[config.mk]
export PLATFORM = sky130hd
export DESIGN_NAME = fifo_stream
export DESIGN_NICKNAME = d
export VERILOG_FILES = /design/src/rtl/fifo_stream.sv
export SDC_FILE = /design/constraint.sdc
export NUM_CORES = 1
export LEC_CHECK = 0
export CELL_PAD_IN_SITES_DETAIL_PLACEMENT = 1
export CELL_PAD_IN_SITES_GLOBAL_PLACEMENT = 1
export CORE_MARGIN = 4
export CORE_UTILIZATION = 52
export CTS_CLUSTER_SIZE = 10
export DETAILED_ROUTE_END_ITERATION = 10
export GPL_TIMING_DRIVEN = 0
export PLACE_DENSITY_LB_ADDON = 0.3
export SKIP_CTS_REPAIR_TIMING = 1
export SLEW_MARGIN = 20
export SYNTH_ARGS = -nofsm -noshare
export SYNTH_HDL_FRONTEND = slang
export SYNTH_SLANG_ARGS = --single-unit
[constraint.sdc]
create_clock -name clk -period 3.6 [get_ports clk]
set_input_delay 0.9 -clock clk [delete_from_list [all_inputs] [get_ports clk]]
set_output_delay 0.9 -clock clk [all_outputs]
set_load 0.03 [all_outputs]
[src/rtl/fifo_stream.sv]
// ---------------------------------------------------------------------------
// fifo_stream
// Single-clock first-word-fall-through FIFO with valid/ready handshakes on
// both sides. Any DEPTH >= 2 is supported, and the capacity is exactly DEPTH
// entries. It provides programmable almost-full and almost-empty flags, a
// synchronous flush, an optional empty-bypass path and a sticky
// overflow-attempt flag. Storage is an internal register array.
//
// Ports
//   clk          in   clock, rising edge
//   rst_n        in   asynchronous reset, active-low
//   flush        in   synchronous clear of all contents (highest priority)
//   s_valid      in   write side: data valid
//   s_ready      out  write side: FIFO can accept
//   s_data       in   write payload
//   m_valid      out  read side: head entry valid
//   m_ready      in   read side: consumer accepts
//   m_data       out  head entry (or s_data when bypassing)
//   entries      out  current occupancy, 0..DEPTH
//   full         out  entries == DEPTH
//   empty        out  entries == 0
//   almost_full  out  entries >= AFULL_THRESH
//   almost_empty out  entries <= AEMPTY_THRESH
//   overflow     out  sticky: a write was offered while s_ready was low
// ---------------------------------------------------------------------------
module fifo_stream #(
   parameter int DEPTH         = 16,
   parameter int DATA_WIDTH    = 8,
   parameter int AFULL_THRESH  = 12,
   parameter int AEMPTY_THRESH = 2,
   parameter int BYPASS        = 0
) (
   input  logic                         clk,
   input  logic                         rst_n,
   input  logic                         flush,
   input  logic                         s_valid,
   output logic                         s_ready,
   input  logic [DATA_WIDTH-1:0]        s_data,
   output logic                         m_valid,
   input  logic                         m_ready,
   output logic [DATA_WIDTH-1:0]        m_data,
   output logic [$clog2(DEPTH+1)-1:0]   entries,
   output logic                         full,
   output logic                         empty,
   output logic                         almost_full,
   output logic                         almost_empty,
   output logic                         overflow
);

   localparam int CW = $clog2(DEPTH + 1);
   localparam int PW = $clog2(DEPTH);

   localparam logic [CW-1:0] DEPTH_C  = CW'(DEPTH);
   localparam logic [CW-1:0] AFULL_C  = CW'(AFULL_THRESH);
   localparam logic [CW-1:0] AEMPTY_C = CW'(AEMPTY_THRESH);
   localparam logic [PW-1:0] LAST_PTR = PW'(DEPTH - 1);
   localparam logic          BYP_EN   = (BYPASS != 0);

   logic [DATA_WIDTH-1:0] mem_q [DEPTH];

   logic [PW-1:0] wr_ptr_q, wr_ptr_d;
   logic [PW-1:0] rd_ptr_q, rd_ptr_d;
   logic [CW-1:0] entries_q, entries_d;
   logic          overflow_q, overflow_d;

   logic empty_int;
   logic full_int;
   logic bypass_act;
   logic push;
   logic pop;
   logic bypass_xfer;
   logic wr_en;
   logic rd_en;

   // Flags decode the registered count only, so they never glitch on inputs.
   assign empty_int    = (entries_q == '0);
   assign full_int     = (entries_q == DEPTH_C);
   assign entries      = entries_q;
   assign full         = full_int;
   assign empty        = empty_int;
   assign almost_full  = (entries_q >= AFULL_C);
   assign almost_empty = (entries_q <= AEMPTY_C);
   assign overflow     = overflow_q;

   // s_ready deliberately ignores m_ready: a full FIFO refuses data even
   // in a cycle where it is also being popped.
   assign s_ready    = rst_n & ~full_int & ~flush;
   assign bypass_act = BYP_EN & empty_int & s_valid;
   assign m_valid    = rst_n & ~flush & (~empty_int | bypass_act);

   assign push = s_valid & s_ready;
   assign pop  = m_valid & m_ready;

   // A bypassed word that is accepted in the same cycle never touches storage.
   assign bypass_xfer = bypass_act & pop;
   assign wr_en       = push & ~bypass_xfer;
   assign rd_en       = pop & ~bypass_xfer;

   always_comb begin
      m_data = '0;
      if (rst_n) begin
         if (bypass_act) begin
            m_data = s_data;
         end else begin
            m_data = mem_q[rd_ptr_q];
         end
      end
   end

   always_comb begin
      wr_ptr_d   = wr_ptr_q;
      rd_ptr_d   = rd_ptr_q;
      entries_d  = entries_q;
      overflow_d = overflow_q;
      if (flush) begin
         wr_ptr_d   = '0;
         rd_ptr_d   = '0;
         entries_d  = '0;
         overflow_d = 1'b0;
      end else begin
         if (wr_en) begin
            wr_ptr_d = (wr_ptr_q == LAST_PTR) ? '0 : wr_ptr_q + 1'b1;
         end
         if (rd_en) begin
            rd_ptr_d = (rd_ptr_q == LAST_PTR) ? '0 : rd_ptr_q + 1'b1;
         end
         // Saturating guards: unreachable through the handshakes, but keep
         // the count inside 0..DEPTH regardless.
         if (wr_en && !rd_en && (entries_q != DEPTH_C)) begin
            entries_d = entries_q + 1'b1;
         end else if (rd_en && !wr_en && (entries_q != '0)) begin
            entries_d = entries_q - 1'b1;
         end
         if (s_valid && !s_ready) begin
            overflow_d = 1'b1;
         end
      end
   end

   always_ff @(posedge clk or negedge rst_n) begin
      if (!rst_n) begin
         wr_ptr_q   <= '0;
         rd_ptr_q   <= '0;
         entries_q  <= '0;
         overflow_q <= 1'b0;
      end else begin
         wr_ptr_q   <= wr_ptr_d;
         rd_ptr_q   <= rd_ptr_d;
         entries_q  <= entries_d;
         overflow_q <= overflow_d;
      end
   end

   // Storage is intentionally not reset.
   always_ff @(posedge clk) begin
      if (wr_en) begin
         mem_q[wr_ptr_q] <= s_data;
      end
   end

   a_entries_range : assert property (@(posedge clk) disable iff (!rst_n)
      entries_q <= DEPTH_C);

endmodule

After elaboration in Yosys (flattened, before gate mapping) --
Memories as Yosys holds them, arrays and structs flattened. Index checks and enable logic that the tools add are counted.
Operators by class: reduce and logical (&&, ||, !) cells 14, order comparisons 2, add/sub/neg operators 4, muxes and demuxes 14, equality and inequality tests 4, bitwise logic cells 9
Operators with widths (number):
- 4-bit two-way mux | 6
- 5-bit two-way mux | 3
- 4-bit by 1-bit adder with 4-bit output (second input constant) | 2
- 4-bit equality test (second input constant) | 2
- 8-bit two-way mux | 1
- 1-bit bitwise AND | 6
- 2-bit nonzero test | 3
- 5-bit by 1-bit adder with 5-bit output (second input constant) | 1
- 5-bit equality test (second input constant) | 1
- 5-bit by 4-bit >= comparator with 1-bit output (second input constant) | 1
- 5-bit by 2-bit less-or-equal comparator with 1-bit output (second input constant) | 1
- 1-bit logical AND | 5
- 5-bit zero test | 1
- 5-bit inequality test (second input constant) | 1
- 5-bit nonzero test | 1
- 5-bit by 1-bit subtractor with 5-bit output (second input constant) | 1
- 1-bit two-way mux | 4
- 1-bit zero test | 3
- 1-bit NOT | 3
- 3-bit nonzero test | 1
Storage, ports and cells: input bits 13, memories 1, bits in writable memories 128, flip-flop bits (word level) 14, logic and storage cells 52
Memories:
- mem_q | words 16, bits a word 8, read ports 1, clocked after Yosys merged registers in 0, write ports 1, RTL line 59 | logic [DATA_WIDTH-1:0] mem_q [DEPTH];

Logic depth before layout (Yosys ltp) --
Gate-level depths: netlist of run 1.
depth after elaboration 11, mapped depth 11, depth with buffers taken out 10

Worst setup path before layout of run 1 --
Ideal clock, no wire load.
path type register to register, start register entries_q[4] (netlist: entries[4]), end register entries_q[4] (netlist: entries[4]), buffers on the path 1, setup slack 0.640 ns, clock period less this slack 2.960 ns, data arrival time 2.872 ns, cell stages (with the launch flop) 11, cells stage by stage dfrtp_1 > or3_4 > o311a_1 > buf_6 > nor2_1 > inv_1 > fa_1 > a21o_1 > a21o_1 > or3_1 > a41oi_1
On the way: cells in the longest elaborated chain, start to end 9, elaborated cells on any way between the ends 23, classes of those cells add/sub: 2; eq/ne: 2; mux: 3; bitwise: 7; reduce/logical: 9
Ends and longest elaborated chain:
- start: declaration | RTL line 63 | logic [CW-1:0] entries_q, entries_d;
- start signal: assignment | RTL line 149 | entries_q <= entries_d;
- 5-bit equality test or 5-bit zero test (tied branches) | RTL line 77, 76
- 1-bit NOT, on equally long branches | RTL line 87, 89
- 1-bit bitwise AND, on equally long branches | RTL line 87, 89
- 1-bit bitwise AND, on equally long branches | RTL line 87, 92
- 1-bit bitwise AND or 1-bit zero test (tied branches) | RTL line 91, 129
- 1-bit logical AND or 1-bit zero test (tied branches) | RTL line 129, 131
- 1-bit logical AND, on equally long branches | RTL line 129, 131
- 5-bit two-way mux or 1-bit logical AND (tied branches) | RTL line 129, 131
- 5-bit two-way mux or 3-bit nonzero test (tied branches)
Parallel ways exist; a longest one is shown, timed or not. The select of a mux whose other input is x is not followed. A chain may end at the register's enable or synchronous reset.

Worst setup path after layout of run 1 --
start register rd_ptr_q[0], end output m_data[2]
On the way: cells in the longest elaborated chain, start to end 2
Ends and longest elaborated chain:
- start: declaration | RTL line 62 | logic [PW-1:0] rd_ptr_q, rd_ptr_d;
- start signal: assignment | RTL line 148 | rd_ptr_q <= rd_ptr_d;
- memory 16 x 8 bit
- 8-bit two-way mux | RTL line 101 | if (rst_n) begin
- end: declaration | RTL line 41 | output logic [DATA_WIDTH-1:0] m_data,
No other way between the ends.

==> results of run 1 <==
## routing by layer
metal  part of all wire (%)  GRT usage (%)
met5                      0              0
met3                    5.6           5.79
met1                     43           30.9
met4                    1.1           8.06
met2                     51           36.1
## cells by family after synthesis
| kind of cell | share of synthesized area [%] |
|---|---|
| fa+ha+maj | 2.23 |
| xor+xnor | 0.589 |
| flops | 70.5 |
| mux | 15.6 |
| buf+inv | 1.95 |
| compound gates | 2.73 |
| simple gates | 6.39 |
## registers in the layout, summed over array words and instances (netlist names)
signal,count
entries,5
mem_q,128
overflow,1
rd_ptr_q,4
wr_ptr_q,4
## layout make-up
| class | instances | area [um^2] |
|---|---|---|
| plain buffers | 16 | 139 |
| clock buffers | 17 | 425 |
| clock inverters | 13 | 148 |
| fillers | 962 | 3950 |
| inverters | 5 | 18.8 |
| multi-input cells | 150 | 1640 |
| flip-flops and latches | 142 | 4190 |
| well taps | 140 | 175 |
| repair buffers | 32 | 335 |
## per-stage QoR
stage / instances / area (um^2)
6_report: 515 / 7080
5_1_grt: 515 / 7080
4_1_cts: 515 / 7020
3_5_place_dp: 485 / 6450
3_3_place_gp: 485 / 6450
2_1_floorplan: 313 / 5950
## where the power goes
group          total [mW]  internal, mW  switching, mW
Clock                1.72          1.07          0.648
Sequential           1.88          1.83         0.0516
Combinational       0.751         0.333          0.418
## layout by cell type, fill, tap and decap left out, types with 3 or more instances in the layout
cell	instances
clkinv_1	5
buf_8	3
mux2i_1	3
ha_1	9
o21ai_1	6
clkbuf_2	3
dlymetal6s2s_1	8
edfxtp_1	128
mux4_2	40
nand3b_1	3
and3_1	9
nor2_1	13
clkdlybuf4s50_1	23
clkbuf_16	17
and4_1	3
and2_1	12
dfrtp_1	14
nand2_1	11
inv_1	5
clkbuf_1	4
a21oi_1	9
or3_1	3
bufinv_16	3
nand3_1	5
## final timing paths
check	startpoint	end	slack (ps)	cells past startpoint
max	rd_ptr_q[0]	m_data[2]	70	6
min	rst_n	entries[1]	410	1
max reg2reg	entries[1]	entries[4]	490	9
min reg2reg	overflow	overflow	540	2
max in group asynchronous	rst_n	wr_ptr_q[3]	2890	1
min in group clk	overflow	overflow	540	2
## worst max-delay path, cell delays in order (launching register included)
cell and delay, ps:
dfrtp_1 380, buf_8 190, buf_12 170, mux4_2 580, mux4_2 490, and2_1 160
dlymetal6s2s_1 230
==> results_dict.tcl, run 1 <==
set metrics [dict create \
    outcome "finished clean" \
    fin_worst_hold_slack_ps 414 \
    floorplan.die_area_um2 13200 \
    startpoint_type "flip-flop" \
    static-leakage-power_nw 2.46 \
    mappedNetlistNets 336 \
    postSynthRegisterBits 142 \
    ctsHtreeMaxLevel 4 \
    max_cap_violations 0 \
    floorplan.initialDensity_pct 54.0 \
    count_of_synthesis_stage_warnings_from_yosys 0 \
    layout.nets 387 \
    seq_area_frac_synth_pct 70.5 \
    layout-area-overhead-vs-synth_pct 18.9 \
    final.setup.worst_slack_ps 66.9 \
    reg_clk_slew_reported_paths_ps 60 \
    clk_latency_ps 410 \
    period_utilisation_layout_pct 98.1 \
    yosysTopAreaCell "edfxtp_1" \
    first_pass_grt_wire_length_mm 21.2 \
    slew_headroom_pct 39.1 \
    postSynthAreaPerCell_um2 19.0 \
    clock_path_buffers 2 \
    synth_cell_type_count 38 \
    timing.critical_path.arrival_ps 2630 \
    rows 38 \
    final-setup-viol-count 0 \
    overflow 0 \
    number_of_buffers_created_by_cts 17 \
    clock_tree.root_cell "clkbuf_16" \
    synth.cell_area_um2 5950 \
    timing.hold.worst.class "in -> async" \
    antenna-diode-count 0 \
    final_core_util_pct 64.2 \
    setup_tns_ps 0 \
    post_drt_wl_per_cell_um 26.6 \
    post-route-drc-count 0 \
    synth.area.top_cells "edfxtp_1 (65%), mux4_2 (15%), dfrtp_1 (5.9%)" \
    worstPathMaxFanout 10 \
    design_power_total_mw 4.35 \
    setup_slack_at_placement_ps -705 \
    synth_top_area_share_pct 64.6 \
    place.port_buffers 32 \
    netlist_top_cells_count "edfxtp_1 (128), mux4_2 (40), dfrtp_1 (14)" \
    drt_wirelength_mm 13.7 \
    route.antenna.remaining_nets 0 \
    fmaxAchievable_mhz 283 \
    finalWorstPathRequiredPeriod_ps 3530 \
    placer_s_final_routability_congestion_estimate 0.778 \
    placeable_area_um2 11000 \
    power_density_nw_per_um2 615 \
    via_count_of_the_first_global_routing_pass 3438 \
    synthArstFlopShare_pct 9.86 \
    synth_enable_flop_cells 128 \
    clock_sinks 142 \
    chipHeight_um 115 \
    crit_required_ps 2700 \
    largest_net_degree_at_the_start_of_global_routing 18 \
    dp.final_hpwl_mm 8.69 \
    die_width_um 115 \
    critPathCaptureType "output port" \
    ys.flop_type "edfxtp_1" \
    grt_setup_unrepaired "no" \
    hold_violations 0 \
    report.final.slew_viol_count 0 \
    critical_path_class "reg -> out" \
    design.portCount 33 \
    vdd.ir_drop.worst_mv 0.369 \
    groute.usage.overall_pct 22.7 \
    vias 3112 \
    antenna_violations_before_repair 0 \
    drt_first_pass_iters 4 \
    routed_via_density 6.04 \
    tritoncts_clock_tree "yes" \
    netlist_instances 313 \
    layout-drive-gt1-share_pct 21.6 \
    worst-slew-pin-transition_ps 905 \
    dr.first_iter.drc_count 278 \
    skew_ps 8.21 \
    synth.most_common_cell "edfxtp_1" \
]
Note: power is estimated with default switching activity, not from simulation.
==> run 2: changes to the inputs <==
Settings changed: RECOVER_POWER from default to 25.
==> run 2 against run 1 <==
  * Clock-buffer cell count did not move
  * Sequential cell count did not move
  * Design area did not move
  * Register-to-register slack barely moved
  * Via count barely moved
  * Non-clock buffer count did not move
  * Clock power barely moved
  * First-iteration DRC count rose by 0.36%
  * Setup slack barely moved
  * Critical path depth did not move
  * Die area did not move
  * Global-route usage did not move
==> results_dict.tcl, run 2 (synthesis gave the netlist of run 1 again) <==
set metrics [dict create \
    floorplan.initialDensity_pct 54.0 \
    antenna-diode-count 0 \
    finalWorstPathRequiredPeriod_ps 3530 \
    period_utilisation_layout_pct 98.1 \
    antenna_violations_before_repair 0 \
    r2r_setup_slk_ps 490 \
    dr.first_iter.drc_count 279 \
    setup_tns_ps 0 \
    rows 38 \
    overflow 0 \
    worst-slew-pin-transition_ps 905 \
    route.antenna.remaining_nets 0 \
    clock_sinks 142 \
    dp.final_hpwl_mm 8.69 \
    drt_first_pass_iters 4 \
    vdd.ir_drop.worst_mv 0.369 \
    power_density_nw_per_um2 615 \
    hold_violations 0 \
    outcome "finished clean" \
    final-setup-viol-count 0 \
    floorplan.die_area_um2 13200 \
    number_of_buffers_created_by_cts 17 \
    routed_via_density 6.04 \
    layout-drive-gt1-share_pct 21.6 \
    timing.critical_path.arrival_ps 2630 \
    startpoint_type "flip-flop" \
    via_count_of_the_first_global_routing_pass 3438 \
    static-leakage-power_nw 2.47 \
    ff_latch_area_um2 4190 \
    worstRegToRegCells 9 \
    crit_required_ps 2700 \
    timing.hold.worst.class "in -> async" \
    design.portCount 33 \
    chipHeight_um 115 \
    groute.usage.overall_pct 22.7 \
    dpl.cell_count 485 \
    layout-area-overhead-vs-synth_pct 18.9 \
    max_flop_register "mem_q" \
    max_cap_violations 0 \
    setup_slack_at_placement_ps -705 \
    slew_headroom_pct 39.1 \
    placed_area_um2 6450 \
    final.setup.worst_slack_ps 67.1 \
    most-common-layout-cells "edfxtp_1 (128), mux4_2 (40), clkdlybuf4s50_1 (19), clkbuf_16 (17), dfrtp_1 (14)" \
    die_width_um 115 \
    clock_tree.root_cell "clkbuf_16" \
    critPathCaptureType "output port" \
    worstPathMaxFanout 10 \
    reg_clk_slew_reported_paths_ps 60 \
    placeable_area_um2 11000 \
    layout.cells.most_common "edfxtp_1" \
    regToRegStartpoint "entries[1]" \
    clock_path_buffers 2 \
    grt_setup_unrepaired "no" \
    placer_s_final_routability_congestion_estimate 0.778 \
    first_pass_grt_wire_length_mm 21.2 \
    layout.nets 387 \
    largest_net_degree_at_the_start_of_global_routing 18 \
    critical_path_class "reg -> out" \
    endpoint_of_the_worst_register_to_register_path "entries[4]" \
    largest_register_ffs 128 \
    post-route-drc-count 0 \
    fmaxAchievable_mhz 283 \
    final-instance-count-excl-fill 515 \
    fin_area_um2 7080 \
    vias 3109 \
    report.final.slew_viol_count 0 \
    largest_registers "mem_q x128, entries x5" \
    skew_ps 8.26 \
    post_drt_wl_per_cell_um 26.6 \
    tritoncts_clock_tree "yes" \
    drt_wirelength_mm 13.7 \
    place.port_buffers 32 \
    fin_worst_hold_slack_ps 415 \
    clk_latency_ps 410 \
    ctsHtreeMaxLevel 4 \
    final.fill_count 962 \
    multi_input_gate_area_um2 1640 \
]
[run 2: cell types whose count changed in the layout (fill, tap and decap cells not counted)]
| cell | delta |
|---|---|
| clkdlybuf4s50_1 | -4 |
| dlygate4sd3_1 | +4 |
[run 2: worst max-delay path by stage]
stage / start / end / cells past startpoint
global route: rd_ptr_q[0] / m_data[2] / 6
detailed placement: rst_n / s_ready / 5
finish: rd_ptr_q[0] / m_data[2] / 6
global placement: rst_n / s_ready / 5
CTS: rd_ptr_q[1] / m_data[2] / 6
floorplan: entries[4] / entries[4] / 10
[run 2: stage by stage]
step	util, %	power [mW]
CTS	63.6	4.36
finish	64.2	4.35
global route	64.2	4.52
global placement	58.5	2.62
detailed placement	58.5	2.66
floorplan	-	2.38
[run 2: layer usage]
layer  global-route usage [%]  part of all wire (%)  up-vias
met5                        0                     0        -
met4                     8.06                   1.1        0
met3                     5.79                   5.5       12
met2                     36.1                    51       83
met1                     30.9                    43     1650
li1                         -                     -     1364
[run 2: cell type report]
type / count / share of cell area (%)
Buffer: 16 / 1.96
Clock buffer: 17 / 6.01
Clock inverter: 13 / 2.09
Inverter: 5 / 0.265
Multi-Input combinational cell: 150 / 23.2
Sequential cell: 142 / 59.3
Tap cell: 140 / 2.48
Timing Repair Buffer: 32 / 4.74
[run 2: critical path, cell delays in order (launching register included)]
cell and delay (ps):
dfrtp_1 380, buf_8 190, buf_12 170, mux4_2 580
mux4_2 490, and2_1 160, dlymetal6s2s_1 230
[run 2: power breakdown]
group          internal (mW)  leakage [nW]  switching [mW]
clock                   1.07         0.277           0.648
combinational          0.332         0.847           0.418
sequential              1.83          1.34          0.0516
total                   3.24          2.47            1.12
